## config.mk

```make
export PLATFORM = sky130hd
export DESIGN_NAME = tlb_search_arb
export DESIGN_NICKNAME = d
export VERILOG_FILES = /design/src/rtl/tlb_search_arb.sv
export SDC_FILE = /design/constraint.sdc
export NUM_CORES = 1
export LEC_CHECK = 0
export ABC_AREA = 1
export CORE_MARGIN = 5
export CORE_UTILIZATION = 41
export DETAILED_ROUTE_END_ITERATION = 8
export PLACE_DENSITY = 0.88
export SLEW_MARGIN = 20
export SYNTH_ARGS = -nofsm -noshare
export SYNTH_HDL_FRONTEND = slang
export SYNTH_SLANG_ARGS = --single-unit
```

## constraint.sdc

```tcl
create_clock -name clk -period 3.75 [get_ports clk]
set_input_delay 0.5625 -clock clk [delete_from_list [all_inputs] [get_ports clk]]
set_output_delay 0.5625 -clock clk [all_outputs]
set_load 0.02 [all_outputs]
```

## src/rtl/tlb_search_arb.sv

```systemverilog
// tlb_search_arb
//   Arbitrates the single TLB search port between the instruction MMU (id 0),
//   the data MMU (id 1) and CP0 TLBP (id 2). Each lookup is accepted, searched
//   for one registered cycle, and then presented as a held response until it
//   is consumed.
//
// Ports
//   clk, rst                    clock, asynchronous active-high reset
//   r_cp0_EntryHi               ASID [7:0]; VPN2 [31:13] used for TLBP
//   i_req_* / d_req_*           inst / data lookup request (valid, vaddr, ready)
//   p_req_valid / p_req_ready   TLBP request
//   flush                       cancels inst/data work, blocks new accepts
//   tlb_wr                      TLB written this cycle; the search is repeated
//   resp_valid / resp_ready     held response handshake
//   resp_id, resp_found ...     registered search results
//   s_vpn, s_odd, s_asid        search key to the TLB array
//   s_found ... s_v             combinational search results from the TLB

module tlb_search_arb #(
    parameter int TLBNUM = 16,
    localparam int IW = $clog2(TLBNUM)
) (
    input  logic          clk,
    input  logic          rst,
    input  logic [31:0]   r_cp0_EntryHi,
    input  logic          i_req_valid,
    input  logic [31:0]   i_req_vaddr,
    output logic          i_req_ready,
    input  logic          d_req_valid,
    input  logic [31:0]   d_req_vaddr,
    output logic          d_req_ready,
    input  logic          p_req_valid,
    output logic          p_req_ready,
    input  logic          flush,
    input  logic          tlb_wr,
    output logic          resp_valid,
    input  logic          resp_ready,
    output logic [1:0]    resp_id,
    output logic          resp_found,
    output logic [IW-1:0] resp_index,
    output logic [19:0]   resp_pfn,
    output logic [2:0]    resp_c,
    output logic          resp_d,
    output logic          resp_v,
    output logic [18:0]   s_vpn,
    output logic          s_odd,
    output logic [7:0]    s_asid,
    input  logic          s_found,
    input  logic [IW-1:0] s_index,
    input  logic [19:0]   s_pfn,
    input  logic [2:0]    s_c,
    input  logic          s_d,
    input  logic          s_v
);

    typedef enum logic [1:0] {IDLE, LOOKUP, RESP} state_t;

    localparam logic [1:0] ID_INST = 2'd0;
    localparam logic [1:0] ID_DATA = 2'd1;
    localparam logic [1:0] ID_TLBP = 2'd2;

    state_t      state;
    logic        rr_ptr;       // 0: inst preferred, 1: data preferred
    logic [1:0]  lat_id;
    logic [18:0] lat_vpn;
    logic        lat_odd;
    logic [7:0]  lat_asid;

    logic        acc_ok;
    logic        grant_p;
    logic        grant_i;
    logic        grant_d;
    logic        accept;
    logic        drop;
    logic [31:0] sel_vaddr;
    logic        unused_bits;

    // A new request may enter when the port is idle or when the held
    // response is being consumed this cycle; never during flush or reset.
    assign acc_ok  = ((state == IDLE) || ((state == RESP) && resp_ready)) && !flush && !rst;

    // TLBP has absolute priority; inst/data share round-robin.
    assign grant_p = acc_ok && p_req_valid;
    assign grant_i = acc_ok && !p_req_valid && i_req_valid && (!d_req_valid || !rr_ptr);
    assign grant_d = acc_ok && !p_req_valid && d_req_valid && (!i_req_valid ||  rr_ptr);
    assign accept  = grant_p || grant_i || grant_d;

    assign p_req_ready = grant_p;
    assign i_req_ready = grant_i;
    assign d_req_ready = grant_d;

    assign sel_vaddr = grant_d ? d_req_vaddr : i_req_vaddr;

    // Flush only cancels MMU work; a TLBP probe always completes.
    assign drop = flush && (lat_id != ID_TLBP);

    // Search key is presented only while a transaction is in flight.
    assign s_vpn  = (state == IDLE) ? 19'd0 : lat_vpn;
    assign s_odd  = (state == IDLE) ? 1'b0  : lat_odd;
    assign s_asid = (state == IDLE) ? 8'd0  : lat_asid;

    assign resp_valid = (state == RESP);

    // Address page offset and EntryHi bits between VPN2 and ASID carry no
    // meaning for the search.
    assign unused_bits = &{1'b0, sel_vaddr[11:0], r_cp0_EntryHi[12:8]};

    always_ff @(posedge clk or posedge rst) begin
        if (rst) begin
            state      <= IDLE;
            rr_ptr     <= 1'b0;
            lat_id     <= 2'd0;
            lat_vpn    <= 19'd0;
            lat_odd    <= 1'b0;
            lat_asid   <= 8'd0;
            resp_id    <= 2'd0;
            resp_found <= 1'b0;
            resp_index <= '0;
            resp_pfn   <= 20'd0;
            resp_c     <= 3'd0;
            resp_d     <= 1'b0;
            resp_v     <= 1'b0;
        end else begin
            if (accept) begin
                // Pointer moves to the side that lost; TLBP leaves it alone.
                if (grant_i) begin
                    rr_ptr <= 1'b1;
                end else if (grant_d) begin
                    rr_ptr <= 1'b0;
                end
                lat_id   <= grant_p ? ID_TLBP : (grant_d ? ID_DATA : ID_INST);
                lat_vpn  <= grant_p ? r_cp0_EntryHi[31:13] : sel_vaddr[31:13];
                lat_odd  <= grant_p ? 1'b0 : sel_vaddr[12];
                lat_asid <= r_cp0_EntryHi[7:0];
            end

            case (state)
                IDLE: begin
                    if (accept) begin
                        state <= LOOKUP;
                    end
                end
                LOOKUP: begin
                    if (drop) begin
                        state <= IDLE;
                    end else if (!tlb_wr) begin
                        // A concurrent write may make this cycle's result
                        // stale, so capture only on a write-free cycle.
                        resp_id    <= lat_id;
                        resp_found <= s_found;
                        resp_index <= s_index;
                        resp_pfn   <= s_pfn;
                        resp_c     <= s_c;
                        resp_d     <= s_d;
                        resp_v     <= s_v;
                        state      <= RESP;
                    end
                end
                RESP: begin
                    if (resp_ready) begin
                        state <= accept ? LOOKUP : IDLE;
                    end else if (drop) begin
                        state <= IDLE;
                    end
                end
                default: state <= IDLE;
            endcase
        end
    end

endmodule
```

; ---- Word-level counts from Yosys, hierarchy flattened
; Cells that the tools add are included.
[op_classes]
n_addsub = 0
n_mul = 0
div = 0
n_lt_le_gt_ge = 0
n_eq_ne = 6
n_shift = 0
muxes = 17
bitwise = 2
n_reduce_logical = 26
[op_table]
columns = operator, n
row1 = $mux W19, 2
row2 = $mux W32, 1
row3 = $mux W2, 6
row4 = $logic_and A1 B1 Y1, 10
row5 = $mux W8, 1
row6 = $logic_not A1 Y1, 6
row7 = $mux W1, 6
row8 = $pmux W2 S3, 1
row9 = $reduce_and A3 Y1, 2
row10 = $logic_or A1 B1 Y1, 5
row11 = $ne A2 B2 Y1 const B, 2
row12 = $ne A3 B1 Y1 const B, 1
row13 = $ne A3 B3 Y1 const B, 1
row14 = $eq A2 B1 Y1 const B, 1
row15 = $eq A2 B2 Y1 const B, 1
row16 = $logic_not A2 Y1, 1
row17 = $not A1 Y1, 2
row18 = $reduce_and A2 Y1, 1
row19 = $reduce_bool A2 Y1, 1
[word_totals]
regBits = 65
latchBits = 0
mem_bits_rw = 0
romBits = 0
in_bits = 134
out_inout_bits = 64
wordCells = 64
n_memories = 0

; ---- Logic depth before layout (Yosys ltp)
[logic_depth]
depth_word = 13
depth_mapped = 10
depth_no_buf = 9

; ---- Worst setup path after synthesis
; No wires, ideal clock.
[synth_path]
path_type = in2out
from = input port d_req_valid
to = output port d_req_ready
arrival_time_ps = 1180
required_ps = 3188
setup_slack_ps = 2008
cell_stages = 4
path_buffers = 1
cell_sequence = a21boi_1 -> inv_1 -> nor2_1 -> buf_4
[synth_between]
elab_chain_cells = 2
[synth_rtl]
columns = element, line
row1 = "start, declared", 29  ; input logic d_req_valid,
row2 = $logic_and A1 B1 Y1 (2 in series), 85  ; assign grant_d = acc_ok && !p_req_valid && d_req_valid && (!i_req_valid || rr_ptr);
row3 = "end, declared", 31  ; output logic d_req_ready,
; No other way between the ends.

; ---- Worst setup path in the final report
; Same ends and word-level chain as after synthesis.

==> qor.yml <==
grt_pass1_wl_mm: 16.24
p_per_area_nw_per_um2: 704.7
pwr-share-comb: 0.462
tightest_slew_ns: 0.8351
place_area_um2: 4992
drt_wl_total_mm: 9.788
hold_violations: 0
worst_path_most_repeated_cell: "clkdlybuf4s50_1"
yosysUniqueCellTypes: 22
dp.final_hpwl_mm: 7.315
die_w_um: 99.59
fmax_ghz: 0.3599
min_path_type: "reg2reg"
slew_headroom: 0.4425
p_total_mw: 3.712
boundaryPins: 198
rsz0062_at_grt: "no"
pwr-share-seq: 0.318
swShare: 0.3735
holdPathEnd: "lat_vpn[14]$_DFFE_PP0P_"
nets: 747
max-cap-violations: 0
avgSynthCellArea_um2: 7.280
period_share: 0.7410
syn_area_um2: 3291
wire_per_inst_um: 13.59
pwr-share-clk: 0.219
p_sw_mw: 1.386
r2r_cells: 9
overflow: 0
cp_data_required_time_ns: 3.19
drive_gt1_frac: 0.04693
fin_skew_ns: 0.009249
antenna_cells: 0
met1_usage: 0.2357
dp_cells: 704
post_cts_resized: 0
numCtsBuffers: 9
first_pass_iters: 4
yosysTopAreaCell: "dfrtp_1"
root_buffer: "clkbuf_8"
drtIter0Drc: 92
clock_path_buffers: 2
drt-vias-per-instance: 4.689
yosys-top-cells-area: "dfrtp_1, nand2_1, inv_1"
coreArea_um2: 7767
clkSinkCount: 65
period_needed_ns: 2.779
io_buffer_count: 168
drv_slew: 0
start_util: 0.4236
layout_setup_ws_ns: 0.9713
detail-route-antenna-nets: 0
met3_usage: 0.06942
path_max_fanout: 2
gp_congestion: 0.8349
gr-usage-met2: 0.3543
cts-hold-fix-buffers: 0
path_cells: "clkdlybuf4s50_1, a21boi_1, inv_1, nor2_1, clkdlybuf4s50_1"
p_int_mw: 2.325
drcViolationCount: 0
synth_top_area_share: 0.4943
timing.hold.ws_ns: 0.4818
critical_path.endpoint_type: "output pin"
peakVddDrop_mv: 0.2197
worst_path_largest_cell_delay_ns: 0.65
grt_use_total: 0.2031
worstPathArrival_ns: 2.22
finalSetupViolCount: 0
top_usage_layer: "met2"
die-area_um2: 9917
path_buf_inv: 3
timing.rr.start: "state[1]$_DFFE_PP0P_"
seq_area_frac_synth: 0.4943
yosys_warnings: 0
place_ws_ns: 0.9864
final_util: 0.6782
fin_area_um2: 5268
clkTransAtPathRegs_ns: 0.07
grt_pass1_vias: 3460
hold_path_depth: 2
worstReg2RegEnd: "lat_vpn[9]$_DFFE_PP0P_"
synth_cells: 452
layoutNonFillerInstCount: 720
filler_cell_count: 639
synth_seq_cells: 65
synth_nets: 586
cp_top_family: "buffers and inverters"
cts_tree: "built"
startpoint_type: "input port"
antenna_found_initial: 0
die_h_um: 99.59
crit_slowest_cell: "clkdlybuf4s50_1"
row_count: 32
crit_type: "in2out"
grt_start_max_net_pins: 66
fin_setup_tns_ns: 0
cts-htree-levels: 3
r2r_setup_slack_ns: 1.89
p_leak_nw: 2.616
syn_to_final_growth_pct: 60.08
hold_path.startpoint: "lat_vpn[14]$_DFFE_PP0P_"
clk-insertion-delay-late_ns: 0.33
postCtsSetupBuffers: 0
vias: 3376
status: "completed"
## cell usage in the layout (no fill, tap or decap)
master / count
nor2_1: 50
o21ai_0: 27
inv_1: 70
inv_6: 1
nand2_1: 143
inv_2: 3
nor2_4: 1
o211ai_1: 1
clkbuf_8: 10
nand4_1: 1
a21oi_1: 21
a21oi_2: 1
nand4_2: 1
nand3_1: 23
clkinv_4: 1
dfrtp_1: 65
buf_4: 6
o21ai_1: 18
nand3b_1: 1
a21boi_1: 1
nand2_2: 1
clkdlybuf4s50_1: 168
bufinv_16: 4
## layer usage
layer / share of wire / up-vias
met5: 0 / -
met1: 0.40 / 1516
met2: 0.49 / 154
met4: 0.016 / 0
met3: 0.10 / 14
li1: - / 1692
## power by group through the flow
stage / Sequential, mW / Clock [mW] / Combinational [mW]
6_report: 1.18 / 0.814 / 1.72
5_1_grt: 1.22 / 0.860 / 1.88
4_1_cts: 1.18 / 0.828 / 1.74
3_5_place_dp: 1.19 / 0 / 1.73
3_3_place_gp: 1.17 / 0 / 1.69
2_1_floorplan: 1.36 / 0 / 0.749
## registers in the layout (all words and copies together), names as in the netlist
register    cells
rr_ptr          1
state           2
resp_v          1
resp_found      1
resp_c          3
resp_id         2
lat_odd         1
lat_asid        8
lat_vpn        19
resp_d          1
resp_pfn       20
resp_index      4
lat_id          2
## tightest hold or removal path, delay by kind of cell (launching register included)
kind,cells,cell delay [ns]
flip-flops,1,0.35
AND/OR/NAND/NOR,2,0.10
## how the worst max path moves through the flow
| stage | end | slack [ns] | cells after the start | startpoint |
|---|---|---|---|---|
| CTS | d_req_ready | 0.97 | 6 | resp_ready |
| finish | d_req_ready | 0.97 | 5 | d_req_valid |
| global placement | d_req_ready | 0.98 | 5 | d_req_valid |
| detailed placement | d_req_ready | 0.99 | 5 | d_req_valid |
| global route | d_req_ready | 0.89 | 5 | i_req_valid |
| floorplan | lat_asid[0]$_DFFE_PP0P_ | 1.56 | 1 | rst |
## cells by family (layout without fill, tap and decap cells)
family                 after synthesis  after routing  share of synthesized area
AND/OR/NAND/NOR                    221            221                     0.2684
buffers and inverters               97            263                     0.1297
AO/OA/AOI/OAI                       69             69                     0.1076
flip-flops                          65             65                     0.4943
## cell type report
type / count / area (um^2) / area share
Multi-Input combinational cell: 290 / 1237 / 0.2349
Timing Repair Buffer: 174 / 1727 / 0.3278
Sequential cell: 65 / 1627 / 0.3088
Inverter: 73 / 274.0 / 0.05202
Tap cell: 102 / 127.6 / 0.02423
Clock inverter: 6 / 137.6 / 0.02613
Clock buffer: 10 / 137.6 / 0.02613
## cells in the mapped netlist
cell type  count
a21boi_1       1
a21oi_1       21
a21oi_2        1
buf_1          2
buf_2         11
buf_4          5
buf_6          4
clkbuf_1       2
dfrtp_1       65
inv_1         71
inv_2          2
nand2_1      143
nand2_2        1
nand3_1       23
nand3b_1       1
nand4_1        1
nand4_2        1
nor2_1        50
nor2_4         1
o211ai_1       1
o21ai_0       27
o21ai_1       18
(Power assumes the default switching activity.)
